$ cat src/rtl/clk_monitor_pkg.sv
// clk_monitor_pkg: shared types and default sizing for the divided-clock checker.
//   state_e          - monitor FSM states
//   *_DEF constants  - default parameter values for clk_monitor
//   GC_W             - width of the good-measurement counter (LOCK_CNT <= 15)
package clk_monitor_pkg;

  localparam int unsigned CNT_W_DEF       = 16;
  localparam int unsigned SYNC_STAGES_DEF = 2;
  localparam int unsigned LOCK_CNT_DEF    = 4;
  localparam int unsigned GC_W            = 4;

  typedef enum logic [1:0] {
    ST_IDLE    = 2'd0,
    ST_ACQUIRE = 2'd1,
    ST_TRACK   = 2'd2
  } state_e;

endpackage

$ cat src/rtl/sync_edge_det.sv
// sync_edge_det: multi-stage synchronizer for an asynchronous level, followed by
// a registered any-edge (rising or falling) detector.
// Ports:
//   clk        - sampling clock
//   rst_n      - asynchronous active-low reset, clears every stage to 0
//   async_in   - asynchronous input level
//   edge_pulse - one-cycle pulse, SYNC_STAGES+1 cycles after an input transition
module sync_edge_det #(
  parameter int unsigned SYNC_STAGES = 2
) (
  input  logic clk,
  input  logic rst_n,
  input  logic async_in,
  output logic edge_pulse
);

  localparam int unsigned MSB = SYNC_STAGES - 1;

  logic [SYNC_STAGES-1:0] sync_q;
  logic                   prev_q;

  // Synchronizer chain, delayed copy of its last stage and registered XOR edge.
  always_ff @(posedge clk or negedge rst_n) begin
    if (!rst_n) begin
      sync_q     <= '0;
      prev_q     <= 1'b0;
      edge_pulse <= 1'b0;
    end else begin
      sync_q     <= {sync_q[MSB-1:0], async_in};
      prev_q     <= sync_q[MSB];
      edge_pulse <= sync_q[MSB] ^ prev_q;
    end
  end

endmodule

$ cat src/rtl/clk_monitor.sv
// clk_monitor: measures every half-period of an asynchronous divided clock in
// clk cycles and checks it against exp_half +/- tol.
// Ports:
//   clk, rst_n   - system clock, asynchronous active-low reset
//   en           - monitor enable (level)
//   mon_clk      - monitored clock, asynchronous to clk
//   exp_half     - expected half-period in clk cycles
//   tol          - allowed absolute deviation in clk cycles
//   half_period  - last measured half-period (saturated to CNT_W bits)
//   meas_valid   - one-cycle pulse when half_period updates
//   locked       - LOCK_CNT consecutive good measurements, no error since
//   err          - one-cycle pulse on a bad measurement or a timeout
//   stuck        - mon_clk has not toggled within exp_half+tol cycles
module clk_monitor
  import clk_monitor_pkg::*;
#(
  parameter int unsigned CNT_W       = CNT_W_DEF,
  parameter int unsigned SYNC_STAGES = SYNC_STAGES_DEF,
  parameter int unsigned LOCK_CNT    = LOCK_CNT_DEF
) (
  input  logic             clk,
  input  logic             rst_n,
  input  logic             en,
  input  logic             mon_clk,
  input  logic [CNT_W-1:0] exp_half,
  input  logic [CNT_W-1:0] tol,
  output logic [CNT_W-1:0] half_period,
  output logic             meas_valid,
  output logic             locked,
  output logic             err,
  output logic             stuck
);

  localparam int unsigned MW = CNT_W + 1;
  localparam logic [CNT_W-1:0] CNT_MAX = '1;
  localparam logic [GC_W-1:0]  LOCK_GC = GC_W'(LOCK_CNT);

  logic mon_edge;

  state_e           state_q, state_d;
  logic [CNT_W-1:0] cnt_q, cnt_d;
  logic [GC_W-1:0]  gc_q, gc_d;
  logic [CNT_W-1:0] half_d;
  logic             mv_d, locked_d, err_d, stuck_d;

  logic [MW-1:0]    meas_w, exp_w, tol_w, limit_w, diff_w;
  logic [CNT_W-1:0] meas_sat, cnt_inc;
  logic [GC_W-1:0]  gc_inc;
  logic             in_tol, timeout;

  sync_edge_det #(
    .SYNC_STAGES (SYNC_STAGES)
  ) u_sync (
    .clk        (clk),
    .rst_n      (rst_n),
    .async_in   (mon_clk),
    .edge_pulse (mon_edge)
  );

  // Measurement arithmetic is done one bit wider so neither the sum nor the
  // difference can wrap.
  always_comb begin
    meas_w   = {1'b0, cnt_q} + MW'(1);
    exp_w    = {1'b0, exp_half};
    tol_w    = {1'b0, tol};
    limit_w  = exp_w + tol_w;
    diff_w   = (meas_w >= exp_w) ? (meas_w - exp_w) : (exp_w - meas_w);
    in_tol   = (diff_w <= tol_w);
    meas_sat = meas_w[CNT_W] ? CNT_MAX : meas_w[CNT_W-1:0];
    cnt_inc  = (cnt_q == CNT_MAX) ? cnt_q : (cnt_q + CNT_W'(1));
    gc_inc   = (gc_q == LOCK_GC) ? gc_q : (gc_q + GC_W'(1));
    timeout  = !mon_edge && (meas_w > limit_w) && !stuck;
  end

  // Next-state and next-output logic; disable overrides every state.
  always_comb begin
    state_d  = state_q;
    cnt_d    = cnt_q;
    gc_d     = gc_q;
    half_d   = half_period;
    mv_d     = 1'b0;
    err_d    = 1'b0;
    locked_d = locked;
    stuck_d  = stuck;

    if (!en) begin
      state_d  = ST_IDLE;
      cnt_d    = '0;
      gc_d     = '0;
      locked_d = 1'b0;
      stuck_d  = 1'b0;
    end else begin
      unique case (state_q)
        ST_IDLE: begin
          state_d = ST_ACQUIRE;
          cnt_d   = '0;
        end
        // First interval is partial, so the first edge only starts the count.
        ST_ACQUIRE: begin
          if (mon_edge) begin
            state_d = ST_TRACK;
            cnt_d   = '0;
          end
        end
        // An edge takes priority over a coincident timeout.
        ST_TRACK: begin
          if (mon_edge) begin
            half_d  = meas_sat;
            mv_d    = 1'b1;
            cnt_d   = '0;
            stuck_d = 1'b0;
            if (in_tol) begin
              gc_d = gc_inc;
              if (gc_inc == LOCK_GC) locked_d = 1'b1;
            end else begin
              err_d    = 1'b1;
              gc_d     = '0;
              locked_d = 1'b0;
            end
          end else begin
            cnt_d = cnt_inc;
            if (timeout) begin
              stuck_d  = 1'b1;
              err_d    = 1'b1;
              locked_d = 1'b0;
              gc_d     = '0;
            end
          end
        end
        default: begin
          state_d = ST_IDLE;
          cnt_d   = '0;
          gc_d    = '0;
        end
      endcase
    end
  end

  // State, counters and registered outputs.
  always_ff @(posedge clk or negedge rst_n) begin
    if (!rst_n) begin
      state_q     <= ST_IDLE;
      cnt_q       <= '0;
      gc_q        <= '0;
      half_period <= '0;
      meas_valid  <= 1'b0;
      locked      <= 1'b0;
      err         <= 1'b0;
      stuck       <= 1'b0;
    end else begin
      state_q     <= state_d;
      cnt_q       <= cnt_d;
      gc_q        <= gc_d;
      half_period <= half_d;
      meas_valid  <= mv_d;
      locked      <= locked_d;
      err         <= err_d;
      stuck       <= stuck_d;
    end
  end

endmodule

$ cat config.mk
export PLATFORM = sky130hd
export DESIGN_NAME = clk_monitor
export DESIGN_NICKNAME = d
export VERILOG_FILES = /design/src/rtl/clk_monitor_pkg.sv /design/src/rtl/sync_edge_det.sv /design/src/rtl/clk_monitor.sv
export SDC_FILE = /design/constraint.sdc
export NUM_CORES = 1
export LEC_CHECK = 0
export ABC_AREA = 1
export BUFFER_PORTS_ARGS = -buffer_cell sky130_fd_sc_hd__buf_2
export CAP_MARGIN = 20
export CORE_MARGIN = 3
export CORE_UTILIZATION = 50
export CTS_CLUSTER_SIZE = 30
export DETAILED_ROUTE_END_ITERATION = 10
export PLACE_DENSITY = 0.81
export SYNTH_ARGS = -nofsm -noshare
export SYNTH_HDL_FRONTEND = slang
export SYNTH_SLANG_ARGS = --single-unit
$ cat constraint.sdc
create_clock -name clk -period 5.6 [get_ports clk]
set_clock_uncertainty 0.15 [all_clocks]
set_input_delay 0.84 -clock clk [delete_from_list [all_inputs] [get_ports clk]]
set_output_delay 0.84 -clock clk [all_outputs]
set_load 0.005 [all_outputs]
# Word level (Yosys, flattened, before mapping)

Index checks and enable logic that the tools add are counted.

Bits in registers: 46
Word-level logic and storage cells: 80
Output and inout port bits: 20
Bits in latches: 0
Memories: 0
Bits in read-only memories: 0
Memory bits (writable): 0
Input port bits: 36

Bitwise logic cells: 1
$add $sub $neg: 6
Divide/modulo/power cells: 0
Multipliers: 0
Magnitude comparators: 3
Reduce and logical (&&, ||, !) cells: 12
Eq/ne operators: 13
Shifts and indexed selects: 0
Muxes and demuxes: 34

Operator list:

| cell                                                             | count |
|---|---|
| 16-bit two-way mux                                               | 5 |
| 16-bit case mux with 2 select lines                              | 1 |
| 4-bit two-way mux                                                | 5 |
| 1-bit two-way mux                                                | 18 |
| 16-bit by 1-bit adder with 17-bit output (second input constant) | 1 |
| 16-bit by 16-bit adder with 17-bit output                        | 1 |
| 17-bit by 16-bit >= comparator with 1-bit output                 | 1 |
| 17-bit greater-than comparator                                   | 1 |
| 17-bit by 16-bit less-or-equal comparator with 1-bit output      | 1 |
| 17-bit two-way mux                                               | 1 |
| 16-bit by 17-bit subtractor with 17-bit output                   | 1 |
| 17-bit by 16-bit subtractor with 17-bit output                   | 1 |
| 16-bit by 1-bit adder with 16-bit output (second input constant) | 1 |
| 16-bit == test (second input constant)                           | 1 |
| 4-bit by 3-bit == test with 1-bit output (second input constant) | 2 |
| 4-bit by 3-bit != test with 1-bit output (second input constant) | 2 |
| 4-bit case mux with 2 select lines                               | 1 |
| 2-bit AND reduction                                              | 4 |
| 2-bit case mux with 3 select lines                               | 1 |
| 3-bit AND reduction                                              | 2 |
| 4-bit by 1-bit adder with 4-bit output (second input constant)   | 1 |
| 2-bit two-way mux                                                | 2 |
| 2-bit != test (second input constant)                            | 2 |
| 4-bit != test (second input constant)                            | 1 |
| other kinds (10)                                                 | 12 |

# Longest topological paths before layout

Gate-level depths: netlist of run 1.

Depth in word-level cells: 8
Depth in mapped cells: 40
Mapped depth without buffers: 39

# Modules after synthesis

Synthesis of run 1 repeated with hierarchy kept, for this count alone.

Cells, all modules: 786
Area total of the unflattened synthesis: 5407.7 um^2

Modules (own cells, without submodules):

| module        | cells an instance | seq. area each (um^2) | instances | area an instance (um^2) |
|---|---|---|---|---|
| clk_monitor   | 777               | 1051.0                | 1         | 5288.8 |
| sync_edge_det | 9                 | 100.1                 | 1         | 118.9 |

# Least setup slack after synthesis of run 1

OpenSTA, ideal clock, no wires.

Path kind: reg2reg
Start: register cnt_q[0]
End: register locked
Arrival: 4.277 ns
Clock period less this slack: 4.505 ns
Setup slack: 1.095 ns
Buffers on the path: 1
Setup time: 0.077 ns
Cell stages (with the launch flop): 35
Required time: 5.373 ns
Cells stage by stage: dfrtp_1 > ha_1 > nand3_2 > nor3_4 > nand3_2 > nor2_1 > inv_1 > nor2_2 > xor2_1 > inv_1 > ha_1 > nand2_1 > nor2_1 > nand2_1 > o21ai_1 > nor2_2 > nand2_4 > buf_8 > nand3_2 > o21ai_2 > xor2_1 > inv_1 > ha_1 > a21oi_1 > o21a_1 > nand2_1 > nand2_1 > nand2_1 > nand2_1 > nand2_1 > nand2_1 > nand2_1 > nand2_1 > nand3_2 > a21oi_1

Longest elaborated chain between the ends: 8
Elaborated cells on any way between the ends: 16
Those cells by class: 3 x add/sub; 3 x order compare; 2 x eq/ne; 5 x mux; 3 x reduce/logical

RTL lines:

| what                                                                   | line               | source |
|---|---|---|
| start, declared                                                        | clk_monitor.sv:41  | `logic [CNT_W-1:0] cnt_q, cnt_d;` |
| start signal, assigned                                                 | clk_monitor.sv:152 | `cnt_q <= cnt_d;` |
| 16-bit by 1-bit adder with 17-bit output *                             | clk_monitor.sv:63  | `meas_w = {1'b0, cnt_q} + MW'(1);` |
| 16-bit by 17-bit subtractor with 17-bit output (tied with other cells) | clk_monitor.sv:67  | `diff_w = (meas_w >= exp_w) ? (meas_w - exp_w) : (exp_w - meas_w);` |
| 17-bit two-way mux                                                     | clk_monitor.sv:67  |  |
| 17-bit by 16-bit less-or-equal comparator with 1-bit output            | clk_monitor.sv:68  | `in_tol = (diff_w <= tol_w);` |
| 1-bit two-way mux                                                      | clk_monitor.sv:112 | `if (in_tol) begin` |
| 1-bit two-way mux                                                      | clk_monitor.sv:107 | `if (mon_edge) begin` |
| 1-bit two-way mux                                                      | clk_monitor.sv:93  | `unique case (state_q)` |
| 1-bit two-way mux                                                      | clk_monitor.sv:86  | `if (!en) begin` |
| end signal, assigned                                                   | clk_monitor.sv:156 | `locked <= locked_d;` |
| end, declared                                                          | clk_monitor.sv:29  | `output logic locked,` |

Mark *: on every way between the ends. The rest lies on a longest branch, timed or not. The select of a mux whose other input is x is not followed.
A chain may end at the register's enable or synchronous reset.

# Final worst setup path of run 1

Start: register cnt_q[0]
End: register gc_q[1]

Longest elaborated chain between the ends: 8
Elaborated cells on any way between the ends: 15
Those cells by class: 3 x add/sub; 3 x order compare; 1 x eq/ne; 5 x mux; 3 x reduce/logical

RTL lines:

| what                                                                   | line               | source |
|---|---|---|
| 16-bit by 1-bit adder with 17-bit output *                             | clk_monitor.sv:63  |  |
| 16-bit by 17-bit subtractor with 17-bit output (tied with other cells) | clk_monitor.sv:67  |  |
| 17-bit two-way mux                                                     | clk_monitor.sv:67  |  |
| 17-bit by 16-bit less-or-equal comparator with 1-bit output            | clk_monitor.sv:68  |  |
| 4-bit two-way mux                                                      | clk_monitor.sv:112 |  |
| 4-bit two-way mux                                                      | clk_monitor.sv:107 |  |
| 4-bit case mux with 2 select lines                                     | clk_monitor.sv:93  |  |
| 4-bit two-way mux                                                      | clk_monitor.sv:86  |  |
| end signal, assigned                                                   | clk_monitor.sv:153 | `gc_q <= gc_d;` |
| end, declared                                                          | clk_monitor.sv:42  | `logic [GC_W-1:0] gc_q, gc_d;` |

Mark *: on every way between the ends. The rest lies on a longest branch, timed or not.

==> results of run 1 <==
## kinds of logic after synthesis
group	count (synthesis)	synth area share [%]
AND/OR/NAND/NOR	272	22.23
adder cells (fa/ha/maj)	87	21.09
multiplexers	1	0.1900
XOR/XNOR	38	6.317
AO/OA/AOI/OAI	162	18.24
flip-flops	46	21.85
buffers and inverters	134	10.09
## power by group through the flow
stage | logic, uW | registers [uW] | clock network (uW)
2_1_floorplan | 255 | 438 | 0
3_3_place_gp | 406 | 433 | 0
3_5_place_dp | 412 | 433 | 0
4_1_cts | 414 | 428 | 210
5_1_grt | 473 | 437 | 225
6_report | 416 | 428 | 207
## repair_timing
action / 4_1_cts / 5_1_grt
setup endpoints to repair: 0 / 6
resized for setup: 0 / 13
buffers inserted: 0 / 13
## cell usage after synthesis (7+ instances only)
cell type | instances | share of area [%]
ha_1 | 84 | 20
dfrtp_1 | 46 | 22
inv_1 | 124 | 8.8
xor2_1 | 24 | 4.0
o22ai_1 | 13 | 1.5
nand3_1 | 24 | 2.3
nand2_1 | 173 | 12
o21ai_0 | 32 | 3.0
nor2_1 | 40 | 2.8
a21o_1 | 7 | 1.0
xnor2_1 | 14 | 2.3
o21ai_1 | 10 | 0.95
a21oi_1 | 64 | 6.1
a2bb2oi_1 | 16 | 2.7
nor3_1 | 8 | 0.76
## flip-flops by register name, indices dropped and copies added (netlist names)
register           count
stuck                  1
half_period           16
u_sync.prev_q          1
u_sync.edge_pulse      1
u_sync.sync_q          2
locked                 1
cnt_q                 16
gc_q                   4
meas_valid             1
err                    1
state_q                2
## stage by stage
stage,total power (uW),instances,setup slack (ns)
floorplan,692.5,740,1.095
global placement,838.7,926,0.3101
detailed placement,844.7,926,0.1052
CTS,1053,934,0.1011
global route,1135,948,-0.01232
finish,1051,948,0.4981
## layout make-up
cell class	instances	area, um2	share of cell area [%]
timing repair buffer	76	432.9	7.263
sequential	46	1152	19.33
clock buffer	7	86.33	1.448
inverter	124	469.2	7.872
clock inverter	1	5.005	0.08396
tap	133	166.4	2.792
multi-input combinational	561	3649	61.21
## metal layers
metal  vias to the layer above  GRT usage (%)
met5                         -              0
met4                         0          7.665
met3                        25          1.480
met2                       160          40.20
met1                      2285          33.94
li1                       2577              -
## worst max-delay path, delay by kind of cell, from the launching register on
family,cells,cell delay (ns)
compound gates,7,1.01
xor+xnor,2,0.37
fa+ha+maj,3,0.81
buf+inv,5,0.52
flops,1,0.41
simple gates,17,1.78
## layout by cell type (no fill, tap or decap), types with 2 or more instances in the layout
cell       count
xor2_2         2
nand2_2        2
nand3_2        5
a21o_1         7
inv_1        123
nand3_1       24
o21a_1         2
nor2_1        38
o21ai_0       32
nor2_4         3
nor3_1         8
xor2_1        22
dfrtp_1       45
o22ai_1       13
fa_1           3
a21boi_0       3
xnor2_1       14
o21ai_1        8
nor2_2         5
ha_1          82
nand3b_1       2
a31oi_1        3
a21oi_1       63
nand2_1      173
nand4_1        4
a21boi_1       2
or2_2          2
clkbuf_8       6
nor4_1         2
o21bai_1       2
buf_4         21
o21ai_2        8
a2bb2oi_1     16
buf_2         55
## how the worst max path moves through the flow
stage / startpoint / end / slack [ns] / depth (start not counted)
2_1_floorplan: cnt_q[0] / locked / 1.10 / 34
3_3_place_gp: cnt_q[0] / locked / 0.31 / 38
3_5_place_dp: cnt_q[0] / locked / 0.11 / 37
4_1_cts: cnt_q[0] / gc_q[1] / 0.10 / 37
5_1_grt: cnt_q[0] / gc_q[0] / -0.01 / 38
6_report: cnt_q[0] / gc_q[1] / 0.50 / 34
==> metrics.csv, run 1 <==
stage,metric,value,unit
clocking,cts_inserted_buffers,5,
floorplan,die_h,108.7,um
floorplan,coreArea,10000,um2
clocking,clock_path_buffers,2,
setup_path,critPathCaptureType,flop,
route,wl_met1,6.518,mm
global_routing,grt_use_total,24.23,%
power_and_ir_drop,p_switching,365.9,uW
global_routing,antenna_found_initial,0,
clocking,cts-htree-levels,2,
global_routing,grt_pass1_vias,4960,
hold_path,hp-class,reg2reg,
finish,syn2layout_area_growth,13.13,%
global_routing,grt_max_degree,47,
synth,syn_inst,740,
floorplan,die_area,11800,um2
power_and_ir_drop,clockPowerShare,19.7,%
clocking,clk_latency,0.30,ns
setup_path,arrival,5.18,ns
floorplan,fp.dieW,108.7,um
clocking,clockRootBuffer,clkbuf_8,
finish,nFillCells,979,
placement,port_buffers,55,
placement,place_area,5704,um2
timing,fin_setup_tns,0,ns
setup_path,critical_path_class,reg2reg,
finish,stdcell_area,5961,um2
timing,hold_slack,0.2121,ns
floorplan,initial_core_util,52.69,%
setup_path,r2r-start,cnt_q[0],
finish,final_core_util,59.61,%
setup_path,cp_slowest_cell,dfrtp_2,
power_and_ir_drop,p_seq_share,40.7,%
finish,drive_above_1_share,14.36,%
setup_path,ff2ff_path_depth,34,
route,wl_per_cell,14.88,um
setup_path,r2r-end,gc_q[1],
hold_path,hold_start,u_sync.sync_q[0],
hold_path,min_to,u_sync.sync_q[1],
synth,synth.distinct_cells,44,
setup_path,path_common_cell,nand2_1,
route,wl_met2,6.432,mm
timing,slew_violations,0,
hold_path,whs_path_depth,0,
power_and_ir_drop,ir_worst_vdd,0.2275,mV
timing,relSlewSlack,36.01,%
route,maxUsedRoutingLayer,met4,
clocking,clk_transition_reported_paths,0.08,ns
placement,gp_congestion,0.9702,
synth,synthFlopType,dfrtp_1,
clocking,cts_sinks,46,
global_routing,overflow,0,
setup_path,critPathLaunchType,flop,
setup_path,cp.required,5.68,ns
setup_path,rrSetupSlack,0.50,ns
synth,syn_area,5269,um2
floorplan,rows,36,
status,status,completed,
synth,synth-seq-area-share,21.85,%
timing,hold_viol,0,
clocking,cts.hold.buffers_added,0,
power_and_ir_drop,p_int,685.0,uW
finish,nNetsFinal,937,
global_routing,grt_pass1_wl,22.88,mm
placement,hpwl,11.69,mm
job,drv_cap,0,
finish,diodes,0,
timing,setup_violations,0,
route,drc,0,
route,route.met3.wl,823,um
route,drtIter0Drc,319,
route,antenna_left,0,
synth,yosys_warnings,0,
timing,timing.fmax,196.0,MHz
route,via_count,5047,
power_and_ir_drop,p_comb_share,39.5,%
floorplan,ios,56,
route,wl,14.10,mm
timing,fin_crit_sh,91.11,%
synth,synth_fp_nets,863,
setup_path,max_stage_delay,0.41,ns
route,viasPerCell,5.324,
synth,syn_avg_cell_area,7.120,um2
synth,ys_ff_latch,46,
timing,finalWorstPathRequiredPeriod,5.102,ns
setup_path,path_max_fanout,9,
power_and_ir_drop,swShare,34.82,%
power_and_ir_drop,power_density,176.3,nW/um2
route,dr.pass1.iters,5,
synth,synth_edf_count,0,
clocking,cts_tree,done,
timing,tightest_slew,0.9599,ns
power_and_ir_drop,leakagePower,0.003270,uW
synth,async_flop_share,100.0,%
Power figures use the tool's default switching activity.
==> run 2, diff against run 1 <==
Clock period 5.6 ns to 6.5 ns, I/O delays scaled along.
==> run 2 against run 1 <==
Compared with the run above: clock power rose by 20%; count of clock-buffer cells in the layout is 2 lower; register-to-register slack better by 0.45 ns; sequential share of layout area up 0.47 points; routed wire length decreased by 4.0%; utilization decreased by 1.5 points; power shrank 7.5%; worst setup slack improved by 0.45 ns; highest routed layer unchanged.
==> metrics.csv, run 2 (synthesis results as in run 1) <==
stage,metric,value,unit
power_and_ir_drop,ir_worst_vdd,0.2169,mV
setup_path,path_max_fanout,22,
global_routing,grt_max_degree,47,
placement,pre_cts_ws,1.028,ns
power_and_ir_drop,power_density,167.3,nW/um2
global_routing,grt_use_total,23.63,%
clocking,cts_sinks,46,
timing,tightest_slew,0.9796,ns
global_routing,grtUsageMet1,34.09,%
global_routing,overflow,0,
route,drc,0,
power_and_ir_drop,leakagePower,0.003194,uW
route,dr.pass1.iters,5,
timing,hold_viol,0,
finish,syn2layout_area_growth,10.31,%
floorplan,coreArea,10000,um2
setup_path,critPathCaptureType,flop,
floorplan,rows,36,
placement,port_buffers,55,
clocking,clk_transition_reported_paths,0.09,ns
global_routing,use_met2,38.97,%
setup_path,cp_slowest_cell,dfrtp_1,
placement,place_area,5674,um2
global_routing,grt_pass1_vias,4782,
route,drtIter0Drc,301,
floorplan,ios,56,
timing,rsz0062_at_grt,no,
clocking,cts_inserted_buffers,5,
clocking,cts_tree,done,
finish,drive_above_1_share,11.17,%
floorplan,die_area,11800,um2
clocking,clk_latency,0.30,ns
placement,hpwl,11.51,mm
global_routing,gr-max-usage-layer,met2,
clocking,cts-htree-levels,2,
timing,slew_violations,0,
hold_path,whs_path_depth,0,
floorplan,die_h,108.7,um
timing,setup_slack,0.9467,ns
setup_path,path_common_cell,nand2_1,
timing,fin_crit_sh,85.44,%
route,wl_per_cell,14.56,um
finish,stdcell_area,5812,um2
finish,nNetsFinal,919,
timing,fin_setup_tns,0,ns
status,status,completed,
finish,reg_top3,"cnt_q (16), half_period (16), gc_q (4)",
route,antenna_left,0,
job,drv_cap,0,
timing,finalWorstPathRequiredPeriod,5.553,ns
global_routing,grt_pass1_wl,22.46,mm
finish,diodes,0,
setup_path,ff2ff_path_depth,37,
floorplan,initial_core_util,52.69,%
timing,relSlewSlack,34.70,%
clocking,postCtsSetupRepairBufs,0,
finish,final_core_util,58.12,%
floorplan,fp.dieW,108.7,um
clocking,clockRootBuffer,clkbuf_8,
timing,timing.fmax,180.1,MHz
placement,gp_congestion,0.9457,
setup_path,max_stage_delay,0.49,ns
route,via_count,4976,
global_routing,met3_usage,1.243,%
finish,layout_common_cells,"nand2_1 (173), inv_1 (124), ha_1 (84)",
finish,final_common_cell,nand2_1,
setup_path,critPathLaunchType,flop,
route,wl,13.54,mm
setup_path,cp.required,6.57,ns
setup_path,critical_path_class,reg2reg,
timing,setup_violations,0,
hold_path,hp-class,reg2reg,
global_routing,antenna_found_initial,0,
clocking,cts.repair.resized,0,
setup_path,arrival,5.62,ns
clocking,clock_path_buffers,2,
route,viasPerCell,5.351,
clocking,cts.hold.buffers_added,0,
==> run 2: cell count changes in the layout (fill, tap and decap cells not counted), sizes merged <==
cell,before,now
buf,76,59
bufinv,0,2
clkbuf,7,5
clkinvlp,1,0
inv,123,124
nand2,176,175
==> run 2: per-stage QoR <==
step / cells / hold slack (ns) / power (uW)
after floorplan: 740 / 0.1812 / 596.6
after global placement: 922 / 0.1863 / 723.7
after detailed placement: 922 / 0.1905 / 729.3
after CTS: 930 / 0.2110 / 984.1
after global routing: 930 / 0.2241 / 1046
final: 930 / 0.2076 / 972.5
==> run 2: area by class of cell <==
class                           instances  area (um2)
Multi-Input combinational cell        560        3586
Clock buffer                            5       68.82
Inverter                              124       465.4
Sequential cell                        46        1151
Fill cell                             974        4188
Tap cell                              133       166.4
Clock inverter                          3       68.82
Timing Repair Buffer                   59       305.3
==> run 2: metal layers <==
metal | part of all wire (%) | wire length, um
met1 | 48 | 6450
met2 | 45 | 6135
met3 | 5.3 | 712
met4 | 1.8 | 238
met5 | 0 | 0
==> run 2: critical path: cells and delay by family (launching register included) <==
kind                       cells  cell delay [ns]
adders and majority gates      3             0.92
and+or+nand+nor               25             2.48
buffers and inverters          5             0.55
AOI/OAI and AO/OA              2             0.39
xor gates and xnor gates       2             0.48
DFF                            1             0.49
==> run 2: worst paths after layout <==
| check | to | startpoint | slack [ns] |
|---|---|---|---|
| worst max-delay path | gc_q[0] | cnt_q[0] | 0.95 |
| worst min-delay path | u_sync.sync_q[1] | u_sync.sync_q[0] | 0.21 |
| worst max register to register | gc_q[0] | cnt_q[0] | 0.95 |
| worst min register to register | u_sync.sync_q[1] | u_sync.sync_q[0] | 0.21 |
| max in group asynchronous | half_period[6] | rst_n | 4.91 |
| min in group asynchronous | cnt_q[7] | rst_n | 0.69 |
==> run 2: power breakdown <==
part / switching (uW) / internal (uW)
Sequential: 29.5 / 339
Combinational: 191 / 164
Clock: 95.1 / 154
==> run 3, diff against run 2 <==
Settings changed: PLACE_DENSITY 0.81 to 0.83, SYNTH_HIERARCHICAL set to 1.
Clock period 6.5 ns to 5 ns, I/O delays scaled along.
==> run 3 against run 2 <==
Compared with the run above: synthesized cell count rose by 6.2%; non-clock buffer count is 29 higher; register-to-register slack worse by 0.78 ns; hold slack improved by 0.0026 ns; count of clock-buffer cells in the layout unchanged; sequential share of layout area fell by 2.1 points; via count grew 11%; first-iteration DRC count up 30%; critical path depth stayed put; routed wire length up 13%; die area rose by 2.5%; highest routed layer unchanged.
==> metrics.csv, run 3 <==
stage,metric,value,unit
status,status,completed,
setup_path,arrival,4.92,ns
power_and_ir_drop,swShare,37.55,%
setup_path,critPathCaptureType,flop,
synth,syn_avg_cell_area,6.880,um2
synth,yosysMostFrequentCell,nand2_1,
finish,nFillCells,930,
route,antenna_left,0,
floorplan,initial_core_util,51.92,%
timing,relSlewSlack,30.24,%
synth,synth_fp_nets,909,
route,drc,0,
synth,synthFlopType,dfrtp_1,
global_routing,grt_pass1_vias,5113,
route,wl_per_cell,15.14,um
route,dr.pass1.iters,5,
placement,hpwl,12.07,mm
synth,synthTopCellsByArea,"dfrtp_1 (21%), ha_1 (19%), nand2_1 (13%)",
synth,synth_top_area_cell,dfrtp_1,
setup_path,critical_path_class,reg2reg,
placement,pre_cts_ws,-0.01648,ns
clocking,clock_path_buffers,2,
global_routing,grt_pass1_wl,23.60,mm
global_routing,grt_max_degree,47,
finish,reg_top3,"cnt_q (16), half_period (16), gc_q (4)",
clocking,cts_sinks,46,
timing,fin_crit_sh,96.57,%
placement,port_buffers,55,
power_and_ir_drop,total_power,1174,uW
placement,gp_congestion,1.003,
power_and_ir_drop,p_seq_share,39.4,%
floorplan,die_area,12100,um2
power_and_ir_drop,ir_worst_vdd,0.3010,mV
synth,syn_area,5408,um2
setup_path,max_stage_delay,0.45,ns
clocking,cts_tree,done,
setup_path,cp_slowest_cell,dfrtp_2,
timing,rsz0062_at_grt,yes,
synth,syn_inst,786,
placement,dp.cells,982,
clocking,cts_inserted_buffers,5,
route,viasPerCell,5.439,
synth,yosys_warnings,6,
finish,drive_above_1_share,20.18,%
floorplan,die_h,110.0,um
finish,fin_cells,1013,
timing,timing.fmax,207.1,MHz
synth,ys_ff_latch,46,
power_and_ir_drop,power_density,180.6,nW/um2
global_routing,overflow,0,
synth,synth.distinct_cells,45,
synth,synth-seq-area-share,21.29,%
power_and_ir_drop,clockPowerShare,19.0,%
finish,nNetsFinal,999,
finish,stdcell_area,6497,um2
floorplan,coreArea,10420,um2
global_routing,grt_use_total,24.45,%
route,drtIter0Drc,391,
route,via_count,5510,
clocking,clockRootBuffer,clkbuf_8,
placement,place_area,5898,um2
hold_path,hp-class,reg2reg,
finish,syn2layout_area_growth,20.15,%
power_and_ir_drop,leakagePower,0.003510,uW
synth,ys_top_cells_by_count,"nand2_1 (194), inv_1 (132), ha_1 (84), a21oi_1 (80), nor2_1 (57)",
setup_path,path_common_cell,nand2_1,
setup_path,critPathLaunchType,flop,
timing,setup_violations,0,
global_routing,antenna_found_initial,0,
synth,synth_top_cell_area_share,21.29,%
power_and_ir_drop,p_int,733.0,uW
floorplan,rows,37,
power_and_ir_drop,p_switching,440.6,uW
finish,layout_common_cells,"nand2_1 (178), inv_1 (124), a21oi_1 (77)",
timing,slew_violations,0,
timing,setup_slack,0.1713,ns
job,drv_cap,0,
clocking,cts-htree-levels,2,
clocking,clk_transition_reported_paths,0.09,ns
setup_path,path_max_fanout,7,
timing,hold_viol,0,
floorplan,fp.dieW,110.0,um
timing,tightest_slew,1.041,ns
clocking,clk_latency,0.30,ns
synth,async_flop_share,100.0,%
synth,synth_edf_count,0,
timing,finalWorstPathRequiredPeriod,4.829,ns
setup_path,cp.required,5.09,ns
finish,diodes,0,
route,wl,15.33,mm
power_and_ir_drop,p_comb_share,41.7,%
finish,final_common_cell,nand2_1,
floorplan,ios,56,
timing,hold_slack,0.2101,ns
## run 3: stage by stage
step	utilization, %	setup TNS (ns)
final	62.38	0
after global routing	62.38	-0.9747
after CTS	57.50	0
after detailed placement	56.62	-0.01648
after global placement	56.52	0
after floorplan	-	0
## run 3: area by class of cell
class | instances | area (um2) | share of cell area [%]
Multi-Input combinational cell | 600 | 4023 | 61.91
Sequential cell | 46 | 1152 | 17.74
Timing Repair Buffer | 88 | 543.0 | 8.357
Inverter | 135 | 519.2 | 7.992
Tap cell | 136 | 170.2 | 2.619
Clock buffer | 5 | 68.82 | 1.059
Clock inverter | 3 | 21.27 | 0.3274
## run 3: kinds of logic (layout without fill, tap and decap cells)
group	count (synthesis)	in the layout	synth area share, %
simple gates	309	310	24.48
fa+ha+maj	87	87	20.55
xor+xnor	40	40	6.478
flops	46	46	21.29
mux	1	1	0.1851
buf+inv	141	231	10.18
compound gates	162	162	16.84
## run 3: power by group through the flow
| stage | logic [uW] | registers (uW) | clock network, uW |
|---|---|---|---|
| finish | 489 | 462 | 222 |
| global route | 554 | 471 | 243 |
| CTS | 448 | 463 | 231 |
| detailed placement | 445 | 468 | 0 |
| global placement | 434 | 468 | 0 |
| floorplan | 276 | 473 | 0 |
## run 3: what timing repair did
action	CTS	global route
gates resized for setup	1	76
gates cloned	0	1
endpoints found under the setup margin	6	6
hold buffers	0	0
buffers inserted	0	22
pin swaps	0	42
## run 3: worst paths after layout
check                            startpoint               end  depth (start not counted)  slack, ns
max                                cnt_q[0]               err                         37       0.17
min                        u_sync/sync_q[0]  u_sync/sync_q[1]                          0       0.21
max reg2reg                        cnt_q[0]               err                         37       0.17
min reg2reg                u_sync/sync_q[0]  u_sync/sync_q[1]                          0       0.21
max in group asynchronous             rst_n          cnt_q[0]                          1       3.57
min in group asynchronous             rst_n   half_period[10]                          1       0.46
## run 3: per-layer routing
layer | GRT usage (%) | routed length [um] | share of wire (%) | vias to the layer above
li1 | - | - | - | 2723
met1 | 32.96 | 6464 | 42 | 2527
met2 | 39.90 | 7242 | 47 | 216
met3 | 2.912 | 1124 | 7.3 | 44
met4 | 9.706 | 502 | 3.3 | 0
met5 | 0 | 0 | 0 | -
## run 3: critical path, delay by kind of cell, from the launching register on
| family | cells | cell delay (ns) |
|---|---|---|
| AND/OR/NAND/NOR | 25 | 2.30 |
| adder cells (fa/ha/maj) | 3 | 0.70 |
| buffers and inverters | 5 | 0.51 |
| flip-flops | 1 | 0.45 |
| XOR/XNOR | 2 | 0.42 |
| AO/OA/AOI/OAI | 2 | 0.23 |
